[src/rtl/div_pkg.sv]
// Shared definitions for the iterative restoring divider.
package div_pkg;

  localparam int unsigned DIV_WIDTH = 32;
  localparam int unsigned DIV_CNT_W = $clog2(DIV_WIDTH);

  typedef enum logic [2:0] {
    IDLE = 3'd0,
    PREP = 3'd1,
    ITER = 3'd2,
    FIX  = 3'd3,
    DONE = 3'd4
  } div_state_t;

endpackage

[src/rtl/iter_divider_if.sv]
// Request/response bundle between the controller and the divider.
interface iter_divider_if #(
  parameter int unsigned WIDTH = div_pkg::DIV_WIDTH
);
  logic             start;
  logic             is_signed;
  logic [WIDTH-1:0] a;
  logic [WIDTH-1:0] b;
  logic             busy;
  logic             done;
  logic [WIDTH-1:0] quotient;
  logic [WIDTH-1:0] remainder;
  logic             div_by_zero;

  modport master (
    output start, is_signed, a, b,
    input  busy, done, quotient, remainder, div_by_zero
  );

  modport slave (
    input  start, is_signed, a, b,
    output busy, done, quotient, remainder, div_by_zero
  );
endinterface

[src/rtl/div_step.sv]
// One restoring-division iteration: shift {R,Q} left, trial-subtract the divisor, restore on borrow.
module div_step
  import div_pkg::*;
#(
  parameter int unsigned WIDTH = DIV_WIDTH
) (
  input  logic [WIDTH-1:0] r,
  input  logic [WIDTH-1:0] q,
  input  logic [WIDTH-1:0] d,
  output logic [WIDTH-1:0] r_nx,
  output logic [WIDTH-1:0] q_nx
);

  logic [WIDTH:0] r_sh;
  logic [WIDTH:0] trial;

  always_comb begin
    r_sh  = {r, q[WIDTH-1]};
    trial = r_sh - {1'b0, d};
    // A set top bit means the subtraction borrowed, so keep the shifted remainder.
    if (!trial[WIDTH]) begin
      r_nx = trial[WIDTH-1:0];
      q_nx = {q[WIDTH-2:0], 1'b1};
    end else begin
      r_nx = r_sh[WIDTH-1:0];
      q_nx = {q[WIDTH-2:0], 1'b0};
    end
  end

endmodule

[src/rtl/iter_divider.sv]
// Multi-cycle radix-2 restoring divider for UDIV/SDIV with ARM result semantics.
module iter_divider
  import div_pkg::*;
#(
  parameter int unsigned WIDTH = DIV_WIDTH
) (
  input  logic           clk,
  input  logic           reset,
  iter_divider_if.slave  bus
);

  localparam int unsigned CNT_W = $clog2(WIDTH);
  localparam int unsigned MSB   = WIDTH - 1;

  div_state_t       state;
  logic [WIDTH-1:0] a_r, b_r;
  logic             sgn_r;
  logic [WIDTH-1:0] r_q, q_q, d_q;
  logic [WIDTH-1:0] r_nx, q_nx;
  logic [CNT_W-1:0] cnt;
  logic             neg_q, neg_r;
  logic             busy_r, done_r, dbz_r;
  logic [WIDTH-1:0] quot_r, rem_r;
  logic [WIDTH-1:0] a_abs_c, b_abs_c;

  // Magnitudes of the captured operands; INT_MIN maps to 2^(WIDTH-1) as unsigned.
  assign a_abs_c = (sgn_r && a_r[MSB]) ? -a_r : a_r;
  assign b_abs_c = (sgn_r && b_r[MSB]) ? -b_r : b_r;

  div_step #(.WIDTH(WIDTH)) u_step (
    .r    (r_q),
    .q    (q_q),
    .d    (d_q),
    .r_nx (r_nx),
    .q_nx (q_nx)
  );

  always_ff @(posedge clk or negedge reset) begin
    if (!reset) begin
      state  <= IDLE;
      a_r    <= '0;
      b_r    <= '0;
      sgn_r  <= 1'b0;
      r_q    <= '0;
      q_q    <= '0;
      d_q    <= '0;
      cnt    <= '0;
      neg_q  <= 1'b0;
      neg_r  <= 1'b0;
      busy_r <= 1'b0;
      done_r <= 1'b0;
      dbz_r  <= 1'b0;
      quot_r <= '0;
      rem_r  <= '0;
    end else begin
      done_r <= 1'b0;
      case (state)
        IDLE: begin
          if (bus.start) begin
            a_r    <= bus.a;
            b_r    <= bus.b;
            sgn_r  <= bus.is_signed;
            dbz_r  <= 1'b0;
            busy_r <= 1'b1;
            state  <= PREP;
          end
        end
        PREP: begin
          if (b_r == '0) begin
            quot_r <= '0;
            rem_r  <= a_r;
            dbz_r  <= 1'b1;
            done_r <= 1'b1;
            state  <= DONE;
          end else begin
            neg_q <= sgn_r & (a_r[MSB] ^ b_r[MSB]);
            neg_r <= sgn_r & a_r[MSB];
            r_q   <= '0;
            q_q   <= a_abs_c;
            d_q   <= b_abs_c;
            cnt   <= CNT_W'(WIDTH - 1);
            state <= ITER;
          end
        end
        ITER: begin
          r_q <= r_nx;
          q_q <= q_nx;
          if (cnt == '0) state <= FIX;
          else           cnt   <= cnt - 1'b1;
        end
        FIX: begin
          quot_r <= neg_q ? -q_q : q_q;
          rem_r  <= neg_r ? -r_q : r_q;
          done_r <= 1'b1;
          state  <= DONE;
        end
        DONE: begin
          busy_r <= 1'b0;
          state  <= IDLE;
        end
        default: begin
          busy_r <= 1'b0;
          state  <= IDLE;
        end
      endcase
    end
  end

  assign bus.busy        = busy_r;
  assign bus.done        = done_r;
  assign bus.quotient    = quot_r;
  assign bus.remainder   = rem_r;
  assign bus.div_by_zero = dbz_r;

endmodule

[src/flat_wrapper.sv]
// flat-port wrapper written by rule: the top's interface ports become plain ports
module iter_divider_flat import div_pkg::*;
#(
  parameter int unsigned WIDTH = DIV_WIDTH
)
  (clk, reset, bus_start, bus_is_signed, bus_a, bus_b, bus_busy, bus_done, bus_quotient, bus_remainder, bus_div_by_zero);
  iter_divider_if #(.WIDTH(WIDTH)) bus_i ();
  input  logic clk;
  input  logic reset;
  input wire logic [$bits(bus_i.start)-1:0] bus_start;
  input wire logic [$bits(bus_i.is_signed)-1:0] bus_is_signed;
  input wire logic [$bits(bus_i.a)-1:0] bus_a;
  input wire logic [$bits(bus_i.b)-1:0] bus_b;
  output wire logic [$bits(bus_i.busy)-1:0] bus_busy;
  output wire logic [$bits(bus_i.done)-1:0] bus_done;
  output wire logic [$bits(bus_i.quotient)-1:0] bus_quotient;
  output wire logic [$bits(bus_i.remainder)-1:0] bus_remainder;
  output wire logic [$bits(bus_i.div_by_zero)-1:0] bus_div_by_zero;
  assign bus_i.start = bus_start;
  assign bus_i.is_signed = bus_is_signed;
  assign bus_i.a = bus_a;
  assign bus_i.b = bus_b;
  assign bus_busy = bus_i.busy;
  assign bus_done = bus_i.done;
  assign bus_quotient = bus_i.quotient;
  assign bus_remainder = bus_i.remainder;
  assign bus_div_by_zero = bus_i.div_by_zero;
  iter_divider #(.WIDTH(WIDTH)) u_core (.clk(clk), .reset(reset), .bus(bus_i));
endmodule
[config.mk]
export PLATFORM = sky130hd
export DESIGN_NAME = iter_divider_flat
export DESIGN_NICKNAME = d
export VERILOG_FILES = /design/src/rtl/div_pkg.sv /design/src/rtl/iter_divider_if.sv /design/src/rtl/div_step.sv /design/src/rtl/iter_divider.sv /design/src/flat_wrapper.sv
export SDC_FILE = /design/constraint.sdc
export NUM_CORES = 1
export LEC_CHECK = 0
export BUFFER_PORTS_ARGS = -buffer_cell sky130_fd_sc_hd__buf_2
export CAP_MARGIN = 25
export CORE_UTILIZATION = 64
export DETAILED_ROUTE_END_ITERATION = 6
export PLACE_DENSITY = 0.85
export SYNTH_ARGS = -nofsm -noshare
export SYNTH_HDL_FRONTEND = slang
export SYNTH_SLANG_ARGS = --single-unit
[constraint.sdc]
create_clock -name clk -period 5.5 [get_ports clk]
set_input_delay 0.55 -clock clk [delete_from_list [all_inputs] [get_ports clk]]
set_output_delay 0.55 -clock clk [all_outputs]
set_load 0.01 [all_outputs]
== Word-level counts from Yosys, hierarchy flattened ==
Index checks and enable logic that the tools add are counted.
Cells by class
  divide/modulo/power cells: 0
  add/subtract/negate cells: 6
  reductions and logical operators: 17
  bitwise operators: 5
  equal/unequal tests: 8
  shift-type cells: 0
  mux-type cells: 28
  magnitude comparators: 0
  $mul: 0
Operators by type and width (count)
  $mux 32: 9
  $pmux 32 s2: 4
  $neg 32->32: 4
  $sub 33x32->33: 1
  $logic_not 32->1: 1
  $pmux 3 s4: 1
  $reduce_and 2->1: 6
  $mux 5: 2
  $pmux 5 s2: 1
  $mux 3: 3
  $eq 3x2->1 const B: 2
  $ne 2x2->1 const B: 3
  $pmux 1 s2: 3
  $reduce_and 3->1: 2
  $reduce_bool 2->1: 3
  $logic_not 5->1: 1
  $mux 1: 5
  $sub 5x1->5 const B: 1
  $ne 2x1->1 const B: 2
  $eq 3x1->1 const B: 1
  $logic_not 3->1: 1
  $reduce_or 3->1: 1
  $and 1x1->1: 2
  $logic_and 1x1->1: 2
  other kinds (2): 3
Word-level totals
  bits of input ports: 68
  register bits after elaboration: 238
  ROM bits: 0
  logic and storage cells: 79
  memories: 0
  bits in latches: 0
  bits in writable memories: 0

== Depth between registers and ports, before layout ==
  depth in word-level cells: 4
  gate-level depth with buffers: 13

== Cells and area by module ==
Synthesis repeated with hierarchy kept, for this count alone.
Unflattened totals
  cells, all modules: 1597
  area total of the unflattened synthesis: 14472.6 um^2
Modules (own cells, without submodules)
  iter_divider: cells each 1255, instances 1, area an instance 11984.0 um^2
  div_step: cells each 342, instances 1, area an instance 2488.6 um^2

== Least setup slack after synthesis ==
Ideal clock, no wire load.
  path type: register to register
  start: register u_core.r_q[0]
  end: register u_core.r_q[26]
  library setup time: 0.135 ns
  buffers on the path: 3
  arrival time: 2.922 ns
  setup slack: 2.443 ns
  cell stages (with the launch flop): 14
  cell sequence: dfrtp_1 > clkbuf_1 > inv_1 > fa_1 > nor2b_1 > o2111ai_1 > a21oi_2 > a41oi_2 > o2111a_1 > a311o_1 > clkbuf_1 > buf_2 > a32oi_1 > o31ai_1
Between the ends
  word-level cells in the longest chain between the ends: 3
Ends and longest elaborated chain
  from (decl): RTL line iter_divider.sv:18  | logic [WIDTH-1:0] r_q, q_q, d_q;
  from (signal assigned): RTL line iter_divider.sv:86  | r_q <= r_nx;
  $sub 33x32->33: RTL line div_step.sv:19  | trial = r_sh - {1'b0, d};
  $mux 32: RTL line div_step.sv:21  | if (!trial[WIDTH]) begin
  $pmux 32 s2: RTL line iter_divider.sv:57  | case (state)
No other way between the ends.
A chain may end at the register's enable or synchronous reset.

== Worst setup path in the final report ==
  start: register u_core.q_q[31]
  end: register u_core.r_q[10]
Between the ends
  word-level cells in the longest chain between the ends: 3
Ends and longest elaborated chain
  from (decl): RTL line iter_divider.sv:18
  from (signal assigned): RTL line iter_divider.sv:79  | q_q <= a_abs_c;
  from (signal assigned): RTL line iter_divider.sv:87  | q_q <= q_nx;
  $sub 33x32->33: RTL line div_step.sv:19
  $mux 32: RTL line div_step.sv:21
  $pmux 32 s2: RTL line iter_divider.sv:57
No other way between the ends.

==> impl_results.md <==
* # clock sinks at between 200 and 250
* Overall power at 0.00968 W
* Peak supply drop at 350 uV
* Worst endpoint required time at 5890 ps
* Hold/Removal Path Class: primary input to async pin
* Cts bufs inserted at 27
* Number of fillers in the final layout at ~1,600
* Leading post-synthesis cells by cell area: dfrtp_1 42%, xor2_1 6.1%, mux2_2 4.9%
* WL final at 35.7 mm
* Max-Cap Viols at 0
* Row count at 54
* Area grow syn2layout at 12.1%
* Pleak at 7.01 nW
* Synth top area share at 42.0%
* GPL Wtd Cong at 0.943
* Status: completed
* Placed cell count at 1,836
* Post-DRT Antenna Nets at 0
* DRT iter0 DRCs at between 900 and 1,000
* CP max stage cell: a311oi_4
* Initial core utilization at 65.1%
* PnR worst setup slack at 1450 ps
* First-pass GRT wire length at between 50 and 60 mm
* Routed via count at 11,800
* Unrepaired setup endpoints after global routing: no
* Synthesized instance count at 1,495
* Synthesized Nets at 1,602
* Cell taking the most area after synthesis: dfrtp_1
* EDFF count, synth at 0
* PwrDens at 609 mW/mm2
* Commonest cells in the synthesized netlist: 238 x dfrtp_1, 174 x nand2_1, 136 x o21ai_0
* Layout net count at 1,694
* Critical path's top delay family: compound AO/OA/AOI/OAI gates
* Pre-CTS worst setup slack at around 1600 ps
* WS Path Type: flip-flop to flip-flop
* GRT busiest layer: met2
* CTS clk-pin slew, worst paths at ~60 ps
* Max Clk Rate at between 200 and 250 MHz
* Final Slew Violations at 0
* Finished Layout Cells at 1,888
* Worst-path maximum fanout at 16
* PostCTS Resize Cnt at 0
* Mean routed wirelength per cell at 18.9 um
* TritonCTS clock tree: done
* Synthesis-stage register bit count at 238
* Initial antenna violation count at 0
* Final worst-path cycle share at 73.6%
* Largest net degree at the start of global routing at 133
* Final setup fails at 0
* Share of cells above drive strength 1 at 18.5%
* Post-Route Setup TNS at 0 ps
* Syn. warnings at 0
* Setup crit start: u_core.q_q[31]$_DFFE_PN0P_
* Fin. Hold Viols at 0
* Tmin final at 4050 ps
* Residual DRC at 0
* Post-DP HPWL at around 25 mm
* DIE WIDTH at 151 um
* Global route overflow at 0
* First-pass DRT Iterations at 5
* Met1 usage at 41.5%
* Buf/Inv on CP at 2
* Crit start category: flip-flop
* Total core area at 0.0218 mm2
* Top-count cell post-synth: dfrtp_1
* Post-synth ARST share at 100%
* Total GRT Usage at between 30% and 40%
* Cts hold-fix bufs at 0
* Vias in the first global route at 11,500
* Met3 GRT Util at about 3.3%
* Top FF cell, synth: dfrtp_1
* Die Area at 0.0227 mm2
* CTS Buffer Depth at 3
* Crit path capture type: flip-flop
* Clk Latency, worst-skew pair at 560 ps
* Crit-path cells: inv_1, ha_1, fa_1, nor2b_1, o2111ai_1, a21oi_2, a41oi_2, o2111a_1, a311oi_4, buf_4, mux2i_1, o21ai_0
* Root Buffer: clkbuf_16
* Max-Slew Margin vs Limit at 28.7%
* Post-CTS Setup Inserts at 0
* Io pins at 135
* Worst reg2reg path startpoint: u_core.q_q[31]$_DFFE_PN0P_
* Register area share after synthesis at 42.0%
* Die Y at 151 um
* DR vias/cell at 6.25
* Least-Margin Pin Slew at around 1100 ps
* Post-synthesis area per instance at 9.48 um2
* Setup Skew at 24.4 ps
* Cell Area, Synth at 0.0142 mm2
* Ant. Diodes at 0
* Buffers on Ports at 134
* Critical Path Max Stage Delay at 870 ps
* GRT met2 Usage at 55.0%
* WP data arrival at 4430 ps
* # H-tree levels at 1
* Synth cell types at ~80
flip-flops by register name, indices dropped and copies added, names as in the netlist:
| signal | cells |
|---|---|
| u_core.a_r | 32 |
| u_core.b_r | 32 |
| u_core.bus.busy | 1 |
| u_core.bus.div_by_zero | 1 |
| u_core.bus.done | 1 |
| u_core.bus.quotient | 32 |
| u_core.bus.remainder | 32 |
| u_core.cnt | 5 |
| u_core.d_q | 32 |
| u_core.neg_q | 1 |
| u_core.neg_r | 1 |
| u_core.q_q | 32 |
| u_core.r_q | 32 |
| u_core.sgn_r | 1 |
| u_core.state | 3 |
final cells by class:
class                           count  area [um2]  share of cell area, %
Multi-Input combinational cell   1115        7630                   48.1
Sequential cell                   238        5960                   37.5
Timing Repair Buffer              147         811                   5.11
Clock buffer                       37         773                   4.87
Tap cell                          280         350                   2.21
Inverter                           58         218                   1.37
Clock inverter                     13         143                  0.898
per-stage QoR:
step           util, %  area, um2  hold slack, ps
6_report          73.0      15900            33.7
5_1_grt           73.0      15900             102
4_1_cts           72.8      15800            77.4
3_5_place_dp      68.6      14900             471
3_3_place_gp      68.6      14900             460
2_1_floorplan        -      14200             254
cells in the final DEF, fill, tap and decap left out, types with 8 or more instances in the layout:
cell type    n
xor2_1      98
or3_1       21
mux2_2      62
mux2i_1     32
inv_1       58
ha_1        38
dfrtp_1    238
or4_1       10
clkbuf_16   27
o211ai_1     8
o21ai_0    136
nand4_1      8
o31ai_1     28
nand2_1    173
nor2_1      88
a221o_1     24
buf_2      133
a31oi_1     19
a21oi_1     56
buf_4       11
xnor2_1     51
a21o_1      11
o22ai_1     28
nor3_1      28
nand3_1     46
worst paths after layout:
kind                                                             to  slack (ps)  cells past startpoint
max in group asynchronous                u_core.d_q[26]$_DFFE_PN0P_        4260                      2
worst max register to register           u_core.r_q[10]$_DFFE_PN0P_        1450                     12
worst max-delay path                     u_core.r_q[10]$_DFFE_PN0P_        1450                     12
worst min-delay path             u_core.bus.quotient[3]$_DFFE_PN0P_          30                      1
worst min register to register  u_core.bus.quotient[24]$_DFFE_PN0P_         480                      2
min in group clk                          u_core.b_r[1]$_DFFE_PN0P_         210                      3
where the power goes:
group	switching [W]	total, W	leakage [nW]	internal, W
registers	0.000900	0.00340	2.98	0.00250
clock network	0.000743	0.00183	0.451	0.00108
logic	0.00257	0.00445	3.58	0.00188
total	0.00421	0.00968	7.01	0.00546
per-layer routing:
metal / vias to the layer above / part of all wire [%]
met4: 0 / 3.3
met1: 5706 / 42
met5: - / 0
met2: 451 / 49
met3: 82 / 6.3
li1: 5559 / -
cell families (layout without fill, tap and decap cells):
group | after synthesis | count (layout) | synth area share, %
AO/OA/AOI/OAI | 393 | 393 | 18.5
XOR/XNOR | 149 | 149 | 9.21
adder cells (fa/ha/maj) | 39 | 39 | 3.50
buffers and inverters | 142 | 255 | 4.34
flip-flops | 238 | 238 | 42.0
multiplexers | 97 | 97 | 7.43
AND/OR/NAND/NOR | 437 | 437 | 15.0
Power figures use the tool's default switching activity.
